[config.mk]
export PLATFORM = sky130hd
export DESIGN_NAME = memory_access_stage
export DESIGN_NICKNAME = d
export VERILOG_FILES = /design/src/rtl/mips_pipeline_pkg.sv /design/src/rtl/mem_wb_register.sv /design/src/rtl/memory_access_stage.sv
export SDC_FILE = /design/constraint.sdc
export NUM_CORES = 1
export LEC_CHECK = 0
export BUFFER_PORTS_ARGS = -buffer_cell sky130_fd_sc_hd__buf_4
export CAP_MARGIN = 20
export CORE_MARGIN = 2
export CORE_UTILIZATION = 50
export DETAILED_ROUTE_END_ITERATION = 8
export GPL_ROUTABILITY_DRIVEN = 1
export HOLD_SLACK_MARGIN = 0.03
export PLACE_DENSITY = 0.81
export SETUP_SLACK_MARGIN = 0.5
export SLEW_MARGIN = 25
export SYNTH_ARGS = -nofsm -noshare
export SYNTH_HDL_FRONTEND = slang
export SYNTH_HIERARCHICAL = 1
export SYNTH_SLANG_ARGS = --single-unit
[constraint.sdc]
create_clock -name clk -period 2 [get_ports clk]
set_input_delay 0.4 -clock clk [delete_from_list [all_inputs] [get_ports clk]]
set_output_delay 0.4 -clock clk [all_outputs]
set_load 0.1 [all_outputs]
[src/rtl/mips_pipeline_pkg.sv]
// Shared types for the MIPS pipeline MEM stage.
// Holds the MEM FSM state enum and the MEM/WB bundle.
package mips_pipeline_pkg;

   localparam int DATA_WIDTH     = 32;
   localparam int REG_ADDR_WIDTH = 5;

   typedef enum logic {
      IDLE = 1'b0,
      WAIT = 1'b1
   } mem_state_t;

   typedef struct packed {
      logic                      selMem;
      logic [DATA_WIDTH-1:0]     dataRead;
      logic [DATA_WIDTH-1:0]     resultALU;
      logic                      enWrite;
      logic [REG_ADDR_WIDTH-1:0] addrWrite;
   } mem_wb_bundle_t;

endpackage

[src/rtl/mem_wb_register.sv]
// MEM/WB pipeline register feeding write-back.
// Ports: clk, reset (sync, low), load_i, bubble_i, d_i -> q_o.
module mem_wb_register
   import mips_pipeline_pkg::*;
(
   input  logic           clk,
   input  logic           reset,
   input  logic           load_i,
   input  logic           bubble_i,
   input  mem_wb_bundle_t d_i,
   output mem_wb_bundle_t q_o
);

   mem_wb_bundle_t q_q;

   // A bubble clears the whole slot, so WB sees a clean no-op.
   always_ff @(posedge clk) begin
      if (!reset) begin
         q_q <= '0;
      end else if (bubble_i) begin
         q_q <= '0;
      end else if (load_i) begin
         q_q <= d_i;
      end
   end

   assign q_o = q_q;

endmodule

[src/rtl/memory_access_stage.sv]
// MEM stage: word loads/stores on a variable-latency data memory.
// Ports: EX/MEM bundle in, data-memory req/ready, stall, MEM/WB outputs.
module memory_access_stage #(
   parameter int DATA_WIDTH     = 32,
   parameter int ADDR_WIDTH     = 32,
   parameter int REG_ADDR_WIDTH = 5
) (
   input  logic                      clk,
   input  logic                      reset,
   input  logic                      validInstruction_Execute,
   input  logic [DATA_WIDTH-1:0]     resultALU_Execute,
   input  logic [DATA_WIDTH-1:0]     dataWrite_Execute,
   input  logic                      controlSignalReadDataMemory_Execute,
   input  logic                      controlSignalWriteDataMemory_Execute,
   input  logic                      controlSignalWriteFromDataMemoryRegisterFile_Execute,
   input  logic                      enableWriteRegisterFile_Execute,
   input  logic [REG_ADDR_WIDTH-1:0] addressWriteRegisterFile_Execute,
   output logic                      memRequest_DataMemory,
   output logic                      memWrite_DataMemory,
   output logic [ADDR_WIDTH-1:0]     memAddress_DataMemory,
   output logic [DATA_WIDTH-1:0]     memWriteData_DataMemory,
   input  logic                      memReady_DataMemory,
   input  logic [DATA_WIDTH-1:0]     memReadData_DataMemory,
   output logic                      stall_MemoryAccess,
   output logic                      alignmentError_MemoryAccess,
   output logic                      controlSignalWriteFromDataMemoryRegisterFile_MemoryAccess,
   output logic [DATA_WIDTH-1:0]     dataReadDataMemory_MemoryAccess,
   output logic [DATA_WIDTH-1:0]     resultALU_MemoryAccess,
   output logic                      enableWriteRegisterFile_MemoryAccess,
   output logic [REG_ADDR_WIDTH-1:0] addressWriteRegisterFile_MemoryAccess
);

   import mips_pipeline_pkg::*;

   mem_state_t state_q, state_d;

   logic memOp;
   logic aligned;
   logic inIdle;
   logic inWait;

   logic                      reqWrite_q;
   logic [ADDR_WIDTH-1:0]     reqAddr_q;
   logic [DATA_WIDTH-1:0]     reqData_q;
   logic [DATA_WIDTH-1:0]     reqAlu_q;
   logic                      reqSel_q;
   logic                      reqEn_q;
   logic [REG_ADDR_WIDTH-1:0] reqRd_q;

   logic alignErr_q, alignErr_d;
   logic issue;
   logic wbLoad;
   mem_wb_bundle_t wbD;
   mem_wb_bundle_t wbQ;

   assign memOp   = validInstruction_Execute &
                    (controlSignalReadDataMemory_Execute |
                     controlSignalWriteDataMemory_Execute);
   assign aligned = (resultALU_Execute[1:0] == 2'b00);
   assign inIdle  = (state_q == IDLE);
   assign inWait  = (state_q == WAIT);

   // State register
   always_ff @(posedge clk) begin
      if (!reset) begin
         state_q <= IDLE;
      end else begin
         state_q <= state_d;
      end
   end

   // Next-state logic
   always_comb begin
      state_d = state_q;
      unique case (state_q)
         IDLE: if (memOp && aligned) state_d = WAIT;
         WAIT: if (memReady_DataMemory) state_d = IDLE;
         default: state_d = IDLE;
      endcase
   end

   // Output / datapath control
   always_comb begin
      issue      = 1'b0;
      wbLoad     = 1'b0;
      alignErr_d = 1'b0;
      wbD        = '0;
      unique case (state_q)
         IDLE: begin
            unique case (1'b1)
               !memOp: begin
                  wbLoad        = 1'b1;
                  wbD.selMem    = controlSignalWriteFromDataMemoryRegisterFile_Execute;
                  wbD.resultALU = resultALU_Execute;
                  wbD.enWrite   = enableWriteRegisterFile_Execute &
                                  validInstruction_Execute;
                  wbD.addrWrite = addressWriteRegisterFile_Execute;
               end
               (memOp && !aligned): alignErr_d = 1'b1;
               (memOp && aligned):  issue = 1'b1;
               default: ;
            endcase
         end
         WAIT: begin
            if (memReady_DataMemory) begin
               wbLoad        = 1'b1;
               wbD.selMem    = reqSel_q;
               wbD.dataRead  = reqWrite_q ? '0 : memReadData_DataMemory;
               wbD.resultALU = reqAlu_q;
               wbD.enWrite   = reqEn_q;
               wbD.addrWrite = reqRd_q;
            end
         end
         default: ;
      endcase
   end

   // Request registers: captured once at issue, stable through WAIT.
   // A read+write combination is issued as a store.
   always_ff @(posedge clk) begin
      if (!reset) begin
         reqWrite_q <= 1'b0;
         reqAddr_q  <= '0;
         reqData_q  <= '0;
         reqAlu_q   <= '0;
         reqSel_q   <= 1'b0;
         reqEn_q    <= 1'b0;
         reqRd_q    <= '0;
      end else if (issue) begin
         reqWrite_q <= controlSignalWriteDataMemory_Execute;
         reqAddr_q  <= resultALU_Execute[ADDR_WIDTH-1:0];
         reqData_q  <= dataWrite_Execute;
         reqAlu_q   <= resultALU_Execute;
         reqSel_q   <= controlSignalWriteFromDataMemoryRegisterFile_Execute;
         reqEn_q    <= enableWriteRegisterFile_Execute;
         reqRd_q    <= addressWriteRegisterFile_Execute;
      end
   end

   always_ff @(posedge clk) begin
      if (!reset) begin
         alignErr_q <= 1'b0;
      end else begin
         alignErr_q <= alignErr_d;
      end
   end

   mem_wb_register u_mem_wb (
      .clk      (clk),
      .reset    (reset),
      .load_i   (wbLoad),
      .bubble_i (!wbLoad),
      .d_i      (wbD),
      .q_o      (wbQ)
   );

   // Memory interface is quiet outside WAIT.
   assign memRequest_DataMemory   = inWait;
   assign memWrite_DataMemory     = inWait & reqWrite_q;
   assign memAddress_DataMemory   = inWait ? reqAddr_q : '0;
   assign memWriteData_DataMemory = inWait ? reqData_q : '0;

   assign stall_MemoryAccess = (inIdle & memOp & aligned) |
                               (inWait & !memReady_DataMemory);

   assign alignmentError_MemoryAccess = alignErr_q;

   assign controlSignalWriteFromDataMemoryRegisterFile_MemoryAccess = wbQ.selMem;
   assign dataReadDataMemory_MemoryAccess       = wbQ.dataRead;
   assign resultALU_MemoryAccess                = wbQ.resultALU;
   assign enableWriteRegisterFile_MemoryAccess  = wbQ.enWrite;
   assign addressWriteRegisterFile_MemoryAccess = wbQ.addrWrite;

endmodule

==> reports/qor.json, run 1 <==
{
  "total_number_of_vias": 7213,
  "timing.hold.worst.class": "in2reg",
  "seq_area_frac_synth_pct": 43.5,
  "area_growth_pct": 83.3,
  "die_area_um2": 14300,
  "synth-edff-count": 0,
  "place.detailed.hpwl_um": 11800,
  "start_util_pct": 50.8,
  "critical_path.max_fanout": 8,
  "drt-total-wl_um": 32400,
  "htreeDepth": 4,
  "slew_of_the_pin_with_the_lowest_slew_margin_ns": 0.434,
  "cell_count_after_synthesis": 711,
  "crit-reg2reg-capture": "u_mem_wb/q_o[66]",
  "post_route_cells_drive_above_1_share_pct": 49.9,
  "setup.worst_path.end_class": "register",
  "failed_checks": "negative setup slack",
  "peakVddDrop_mv": 0.596,
  "clk_transition_reported_paths_ns": 0.07,
  "portBuffers": 247,
  "power_per_cell_area_nw_per_um2": 654,
  "tns_ns": -4.33,
  "layout_common_cells": "155 x sky130_fd_sc_hd__buf_4, 143 x sky130_fd_sc_hd__dfxtp_1, 140 x sky130_fd_sc_hd__nand2_1",
  "tritoncts": "done",
  "synthTopCellsByArea": "sky130_fd_sc_hd__dfxtp_1 43%, sky130_fd_sc_hd__mux2i_1 21%, sky130_fd_sc_hd__and2_1 9.3%, sky130_fd_sc_hd__nand2_1 8.0%, sky130_fd_sc_hd__a22o_1 5.0%",
  "ys_seq_elements": 145,
  "grt_first_pass_wirelength_um": 39700,
  "placed_area_um2": 8690,
  "maxCapViolations": 0,
  "cpPeakStageDelay_ns": 0.36,
  "finalCritPeriodShare_pct": 106,
  "slew_viol_final": 0,
  "multi_input_area_um2": 3840,
  "timing.max_slew.rel_slack_pct": 71.1,
  "critical_path.cell_chain": "buf_4 -> buf_16 -> or2b_4 -> buf_4 -> and2_4 -> buf_12 -> buf_16 -> mux2i_1 -> nor2_1",
  "synth_warnings": 6,
  "r2r-start": "memRequest_DataMemory",
  "timing.fmax_mhz": 470,
  "yosys.area.top_type": "sky130_fd_sc_hd__dfxtp_1",
  "drt_drc_violations_left": 0,
  "clk_root_buffer_cell": "sky130_fd_sc_hd__clkbuf_16",
  "floorplan.die.width_um": 120,
  "wl_per_cell_um": 27.0,
  "worstHoldStart": "dataWrite_Execute[22]",
  "postSynth.asyncResetShare_pct": 0,
  "first_pass_iters": 5,
  "grt_start_max_net_pins": 64,
  "cts_made_buffers": 17,
  "via_count_of_the_first_global_routing_pass": 7042,
  "route.antenna.remaining_nets": 0,
  "synth_top_area_share_pct": 43.5,
  "row_count": 42,
  "synth_ff_type": "sky130_fd_sc_hd__dfxtp_1",
  "boundaryPins": 248,
  "finalNonFillerCells": 1199,
  "critical_path_class": "reg2reg",
  "post-place-cells": 1093,
  "ff_latch_area_um2": 2910,
  "hold_viol": 0,
  "clk_latency_ns": 0.43,
  "timing.final.crit_period_ns": 2.13,
  "syn_area_um2": 6670,
  "synth_area_per_cell_um2": 9.39,
  "post_drt_via_cell_ratio": 6.02,
  "fin_skew_ns": 0.0104,
  "cp-start-kind": "register",
  "report.power.total_uw": 8000,
  "fin_area_um2": 12200,
  "antenna_cells": 0,
  "worst-path-buf-inv": 5,
  "hold_depth": 3,
  "critical_path_data_arrival_time_ns": 2.44,
  "globalRoute.totalOverflow": 0,
  "setup_violations": 92,
  "first_iter_violations": 688,
  "r2r_setup_slack_ns": -0.13,
  "ys_types": 26,
  "crit_required_ns": 2.31,
  "p_leak_uw": 0.00535,
  "setup_slack_ns": -0.129,
  "clk_path_buf_depth": 2,
  "placeableCoreArea_um2": 13100,
  "grt_antenna_before_repair": 0,
  "die-height_um": 120,
  "clock-sinks": 145,
  "worstRegToRegCells": 9,
  "fillCellCount": 373,
  "layout_commonest_cell": "sky130_fd_sc_hd__buf_4",
  "worst_path_dominant_cell_family": "buffers and inverters",
  "finalWeightedCongestion": 0.777,
  "postSynthNetCount": 820,
  "rsz_0062_raised_after_global_routing": "yes",
  "layout.nets": 1120,
  "status": "finished with violations",
  "track_usage_pct": 36.6,
  "critical_path.slowest_cell": "sky130_fd_sc_hd__dfxtp_4",
  "hold_end": "reqData_q[22]"
}
[synth_stat cells (2+ instances only)]
cell type                    n
sky130_fd_sc_hd__buf_4       3
sky130_fd_sc_hd__and3_1      2
sky130_fd_sc_hd__dfxtp_1   145
sky130_fd_sc_hd__nor2_1     73
sky130_fd_sc_hd__buf_12      7
sky130_fd_sc_hd__clkbuf_2    4
sky130_fd_sc_hd__a22o_1     38
sky130_fd_sc_hd__nand2_1   143
sky130_fd_sc_hd__buf_8       7
sky130_fd_sc_hd__mux2i_1   141
sky130_fd_sc_hd__buf_2      13
sky130_fd_sc_hd__buf_6       4
sky130_fd_sc_hd__clkbuf_1   20
sky130_fd_sc_hd__and2_1     99
[report_power, final]
part | internal [uW] | switching [uW] | total, uW
sequential | 2970 | 70.1 | 3040
combinational | 758 | 930 | 1690
clock | 1960 | 1310 | 3270
total | 5680 | 2310 | 8000
[worst reg2reg max path, stage by stage (launching register included)]
cell and delay, ns:
sky130_fd_sc_hd__dfxtp_4 0.36, sky130_fd_sc_hd__buf_4 0.15, sky130_fd_sc_hd__buf_16 0.13, sky130_fd_sc_hd__or2b_4 0.24
sky130_fd_sc_hd__buf_4 0.14, sky130_fd_sc_hd__and2_4 0.28, sky130_fd_sc_hd__buf_12 0.18, sky130_fd_sc_hd__buf_16 0.15
sky130_fd_sc_hd__mux2i_1 0.28, sky130_fd_sc_hd__nor2_1 0.11
[sequential cells by signal (all words and copies together), names as in the netlist]
register                     cells
reqAlu_q                        32
reqEn_q                          1
alignmentError_MemoryAccess      1
reqRd_q                          5
reqData_q                       32
reqWrite_q                       1
memRequest_DataMemory            1
u_mem_wb/q_o                    71
reqSel_q                         1
[per-stage QoR]
step | hold WS (ns) | setup WS [ns] | util, %
global placement | 0.443 | 0.119 | 66.1
floorplan | 0.430 | 0.318 | -
CTS | 0.215 | -0.0644 | 87.7
finish | 0.225 | -0.129 | 93.1
global route | 0.214 | -0.144 | 93.1
detailed placement | 0.448 | 0.112 | 66.1
[per-layer routing]
metal	wire length [um]	share of wire, %	track usage [%]
met3	3280	10	10.8
met2	15700	48	64.3
met5	0	0	0
met1	11400	35	40.5
met4	2020	6.2	17.4
[worst max path at each step]
stage,startpoint,end,depth (start not counted)
after floorplan,memRequest_DataMemory,stall_MemoryAccess,3
after CTS,memRequest_DataMemory,stall_MemoryAccess,4
final,memRequest_DataMemory,u_mem_wb/q_o[66],9
after global routing,memRequest_DataMemory,u_mem_wb/q_o[7],12
after detailed placement,resultALU_Execute[0],stall_MemoryAccess,4
after global placement,resultALU_Execute[0],stall_MemoryAccess,4
[area by class of cell]
cell class / count / area share [%]
Timing Repair Buffer: 339 / 38.2
Multi-Input combinational cell: 508 / 31.4
Sequential cell: 145 / 23.8
Clock buffer: 22 / 3.96
Tap cell: 176 / 1.80
Clock inverter: 9 / 0.869
[cell families after synthesis]
logic type	after synthesis	share of synthesized area (%)
AO/OA/AOI/OAI	42	5.46
buffers and inverters	58	7.09
AND/OR/NAND/NOR	325	22.8
flip-flops	145	43.5
multiplexers	141	21.1
[repair_timing]
| action | in CTS | in global routing |
|---|---|---|
| setup endpoints to repair | 141 | 212 |
| pin swaps | 43 | 31 |
| gates cloned | 27 | 8 |
| setup buffers | 35 | 5 |
| hold buffers | 0 | 0 |
| resized for setup | 298 | 127 |
Power figures use the tool's default switching activity.
==> inputs of run 2 (changes only) <==
--- a/config.mk
+++ b/config.mk
@@ -8,11 +8,11 @@
 export BUFFER_PORTS_ARGS = -buffer_cell sky130_fd_sc_hd__buf_4
 export CAP_MARGIN = 20
 export CORE_MARGIN = 2
-export CORE_UTILIZATION = 50
+export CORE_UTILIZATION = 45
 export DETAILED_ROUTE_END_ITERATION = 8
 export GPL_ROUTABILITY_DRIVEN = 1
 export HOLD_SLACK_MARGIN = 0.03
-export PLACE_DENSITY = 0.81
+export PLACE_DENSITY = 0.77
 export SETUP_SLACK_MARGIN = 0.5
 export SLEW_MARGIN = 25
 export SYNTH_ARGS = -nofsm -noshare
==> constraint.sdc (replaced) <==
create_clock -name clk -period 1.8 [get_ports clk]
set_input_delay 0.36 -clock clk [delete_from_list [all_inputs] [get_ports clk]]
set_output_delay 0.36 -clock clk [all_outputs]
set_load 0.1 [all_outputs]
==> run 2 against run 1 <==
  * The flow still finishes with violations (negative setup slack)
  * Combinational power increased by 22%
  * Routed wire length increased by 3.3%
  * Clock power increased by 15%
  * First-iteration DRC count increased by 1.5%
  * Worst setup slack got worse by 0.14 ns
  * Hold slack got worse by 0.048 ns
  * Sequential share of layout area decreased by 1.3 points
  * Clock skew decreased by 0.0013 ns
  * Final cell count increased by 3.3%
  * Register-to-register slack got worse by 0.14 ns
  * Sequential cell count unchanged
  * Die area increased by 11%
  * Largest cell class unchanged
  * Largest power group unchanged
  * Highest routed layer unchanged
==> reports/qor.json, run 2 (synthesized netlist as in run 1, its figures left out) <==
{
  "status": "finished with violations",
  "failed_checks": "negative setup slack",
  "antenna_cells": {"value": 0, "change": "unchanged"},
  "tritoncts": "done",
  "finalCritPeriodShare": {"value": 115, "unit": "%", "change": "+8.6 points"},
  "critical_path_data_arrival_time": {"value": 2.39, "unit": "ns", "change": "-0.05 ns"},
  "flip_flop_count_of_the_largest_register_all_copies_and_words_added": {"value": 71, "change": "unchanged"},
  "setup_slack": {"value": -0.270, "unit": "ns", "change": "-0.141 ns"},
  "cts_made_buffers": {"value": 17, "change": "unchanged"},
  "die-height": {"value": 126, "unit": "um", "change": "+5.2%"},
  "htreeDepth": {"value": 4, "change": "unchanged"},
  "first_pass_iters": {"value": 8, "change": "+3"},
  "row_count": {"value": 44, "change": "+4.8%"},
  "track_usage": {"value": 31.1, "unit": "%", "change": "-5.5 points"},
  "clk_transition_reported_paths": {"value": 0.07, "unit": "ns", "change": "about the same"},
  "post_route_cells_drive_above_1_share": {"value": 59.3, "unit": "%", "change": "+9.4 points"},
  "drt_drc_violations_left": {"value": 0, "change": "unchanged"},
  "cp-start-kind": "register",
  "grt_start_max_net_pins": {"value": 57, "change": "-11%"},
  "setup_violations": {"value": 138, "change": "+50%"},
  "timing.max_slew.rel_slack": {"value": 72.9, "unit": "%", "change": "+1.8 points"},
  "clock-sinks": {"value": 145, "change": "unchanged"},
  "p_leak": {"value": 0.00584, "unit": "uW", "change": "+9.2%"},
  "portBuffers": {"value": 247, "change": "unchanged"},
  "worst-path-buf-inv": {"value": 6, "change": "+1"},
  "floorplan.die.width": {"value": 126, "unit": "um", "change": "+5.2%"},
  "layout.nets": {"value": 1150, "change": "+2.7%"},
  "placeableCoreArea": {"value": 14500, "unit": "um^2", "change": "+11%"},
  "setup.worst_path.end_class": "register",
  "peakVddDrop": {"value": 0.708, "unit": "mV", "change": "+19%"},
  "slew_of_the_pin_with_the_lowest_slew_margin": {"value": 0.406, "unit": "ns", "change": "-0.0275 ns"},
  "ff_latch_area": {"value": 3050, "unit": "um^2", "change": "+4.9%"},
  "clk_path_buf_depth": {"value": 2, "change": "unchanged"},
  "timing.fmax": {"value": 483, "unit": "MHz", "change": "+2.8%"},
  "power_per_cell_area": {"value": 678, "unit": "nW/um^2", "change": "+3.7%"},
  "total_number_of_vias": {"value": 7358, "change": "+2.0%"},
  "layout_common_cells": "166 x sky130_fd_sc_hd__buf_12, 140 x sky130_fd_sc_hd__nand2_1, 134 x sky130_fd_sc_hd__buf_4",
  "die_area": {"value": 15800, "unit": "um^2", "change": "+11%"},
  "crit_top_cell": "sky130_fd_sc_hd__buf_12",
  "globalRoute.totalOverflow": {"value": 0, "change": "unchanged"},
  "via_count_of_the_first_global_routing_pass": {"value": 6838, "change": "-2.9%"},
  "post_drt_via_cell_ratio": {"value": 5.94, "change": "-1.2%"},
  "grt_antenna_before_repair": {"value": 0, "change": "unchanged"},
  "critical_path.cell_chain": "buf_6 -> buf_12 -> buf_12 -> buf_16 -> and2_4 -> and2b_4 -> buf_12 -> buf_16 -> and2_4 -> mux2i_1 -> nor2_1",
  "timing.hold.worst.class": "in2reg",
  "hold_viol": {"value": 0, "change": "unchanged"},
  "timing.final.crit_period": {"value": 2.07, "unit": "ns", "change": "-0.0590 ns"},
  "grt_first_pass_wirelength": {"value": 37900, "unit": "um", "change": "-4.5%"},
  "finalWeightedCongestion": {"value": 0.764, "change": "-1.6%"},
  "first_iter_violations": {"value": 698, "change": "+1.5%"},
  "slew_viol_final": {"value": 0, "change": "unchanged"},
  "wl_per_cell": {"value": 27.0, "unit": "um", "change": "about the same"},
  "critical_path_class": "reg2reg",
  "route.antenna.remaining_nets": {"value": 0, "change": "unchanged"},
  "dp_worst_setup_slack": {"value": 0.00866, "unit": "ns", "change": "-0.104 ns"},
  "layout_commonest_cell": "sky130_fd_sc_hd__buf_12",
  "worst_path_dominant_cell_family": "buffers and inverters",
  "cpPeakStageDelay": {"value": 0.37, "unit": "ns", "change": "about the same"},
  "fin_skew": {"value": 0.00916, "unit": "ns", "change": "-0.00126 ns"},
  "boundaryPins": {"value": 248, "change": "unchanged"},
  "fillCellCount": {"value": 423, "change": "+13%"},
  "report.power.total": {"value": 9210, "unit": "uW", "change": "+15%"},
  "maxCapViolations": {"value": 0, "change": "unchanged"},
  "critical_path.slowest_cell": "sky130_fd_sc_hd__dfxtp_4",
  "rsz_0062_raised_after_global_routing": "yes",
  "clk_latency": {"value": 0.44, "unit": "ns", "change": "about the same"},
  "start_util": {"value": 45.9, "unit": "%", "change": "-4.9 points"},
  "critical_path.max_fanout": {"value": 8, "change": "unchanged"},
  "place.detailed.hpwl": {"value": 11900, "unit": "um", "change": "+1.7%"},
  "multi_input_area": {"value": 3860, "unit": "um^2", "change": "+0.33%"},
  "area_growth_pct": 103,
  "crit_required": {"value": 2.12, "unit": "ns", "change": "-0.19 ns"},
  "drt-total-wl": {"value": 33400, "unit": "um", "change": "+3.3%"},
  "clk_root_buffer_cell": "sky130_fd_sc_hd__clkbuf_16"
}
[run 2: changes by cell type in the layout (fill, tap and decap cells not counted), sizes merged]
cell	previous run	this run
clkinv	4	5
clkinvlp	3	1
clkbuf	28	42
buf	331	351
bufbuf	2	0
[run 2: layer usage]
metal  GRT usage, %  part of all wire (%)  vias up  routed length, um
met2           53.1                    50      563              16900
met5              0                     0        -                  0
met4           15.0                   5.1        0               1700
li1               -                     -     3024                  -
met1           35.9                    35     3614              11800
met3           8.88                   9.3      157               3100
[run 2: area by class of cell]
| type | count | area share, % |
|---|---|---|
| multi-input cells | 508 | 28.4 |
| clock inverters | 8 | 0.737 |
| repair buffers | 369 | 42.9 |
| well taps | 184 | 1.70 |
| flip-flops and latches | 145 | 22.5 |
| clock buffers | 24 | 3.77 |
[run 2: repair_timing]
action	in CTS	in global routing
gates cloned	25	24
hold buffers	0	0
resized for setup	437	263
buffers inserted	28	22
setup endpoints to repair	283	284
pin swaps	41	87
[run 2: worst paths after layout]
check | start | endpoint | slack, ns | cells past startpoint
hold / removal | dataWrite_Execute[21] | reqData_q[21] | 0.18 | 3
setup reg to reg | memRequest_DataMemory | u_mem_wb/q_o[58] | -0.27 | 11
hold reg to reg | reqData_q[21] | reqData_q[21] | 0.47 | 2
setup / recovery | memRequest_DataMemory | u_mem_wb/q_o[58] | -0.27 | 11
[run 2: metrics by stage]
step	hold slack [ns]	instance area [um^2]	cells	setup TNS [ns]	utilization (%)
after CTS	0.172	12000	1192	-12.37	82.6
after detailed placement	0.447	8750	1107	0	60.2
final	0.177	13600	1238	-17.25	93.4
after global placement	0.442	8750	1107	0	60.2
after global routing	0.185	13600	1238	-20.25	93.4
after floorplan	0.430	6900	711	0	-
[run 2: worst min-delay path, cell delays in order]
cell and delay (ns):
sky130_fd_sc_hd__buf_4 0.11, sky130_fd_sc_hd__nand2_1 0.04, sky130_fd_sc_hd__mux2i_1 0.05
[run 2: where the power goes]
| group | internal [uW] | switching (uW) | total (uW) |
|---|---|---|---|
| Clock | 2260 | 1500 | 3770 |
| Combinational | 1010 | 1070 | 2070 |
| Sequential | 3280 | 90.8 | 3370 |
| Total | 6550 | 2660 | 9210 |
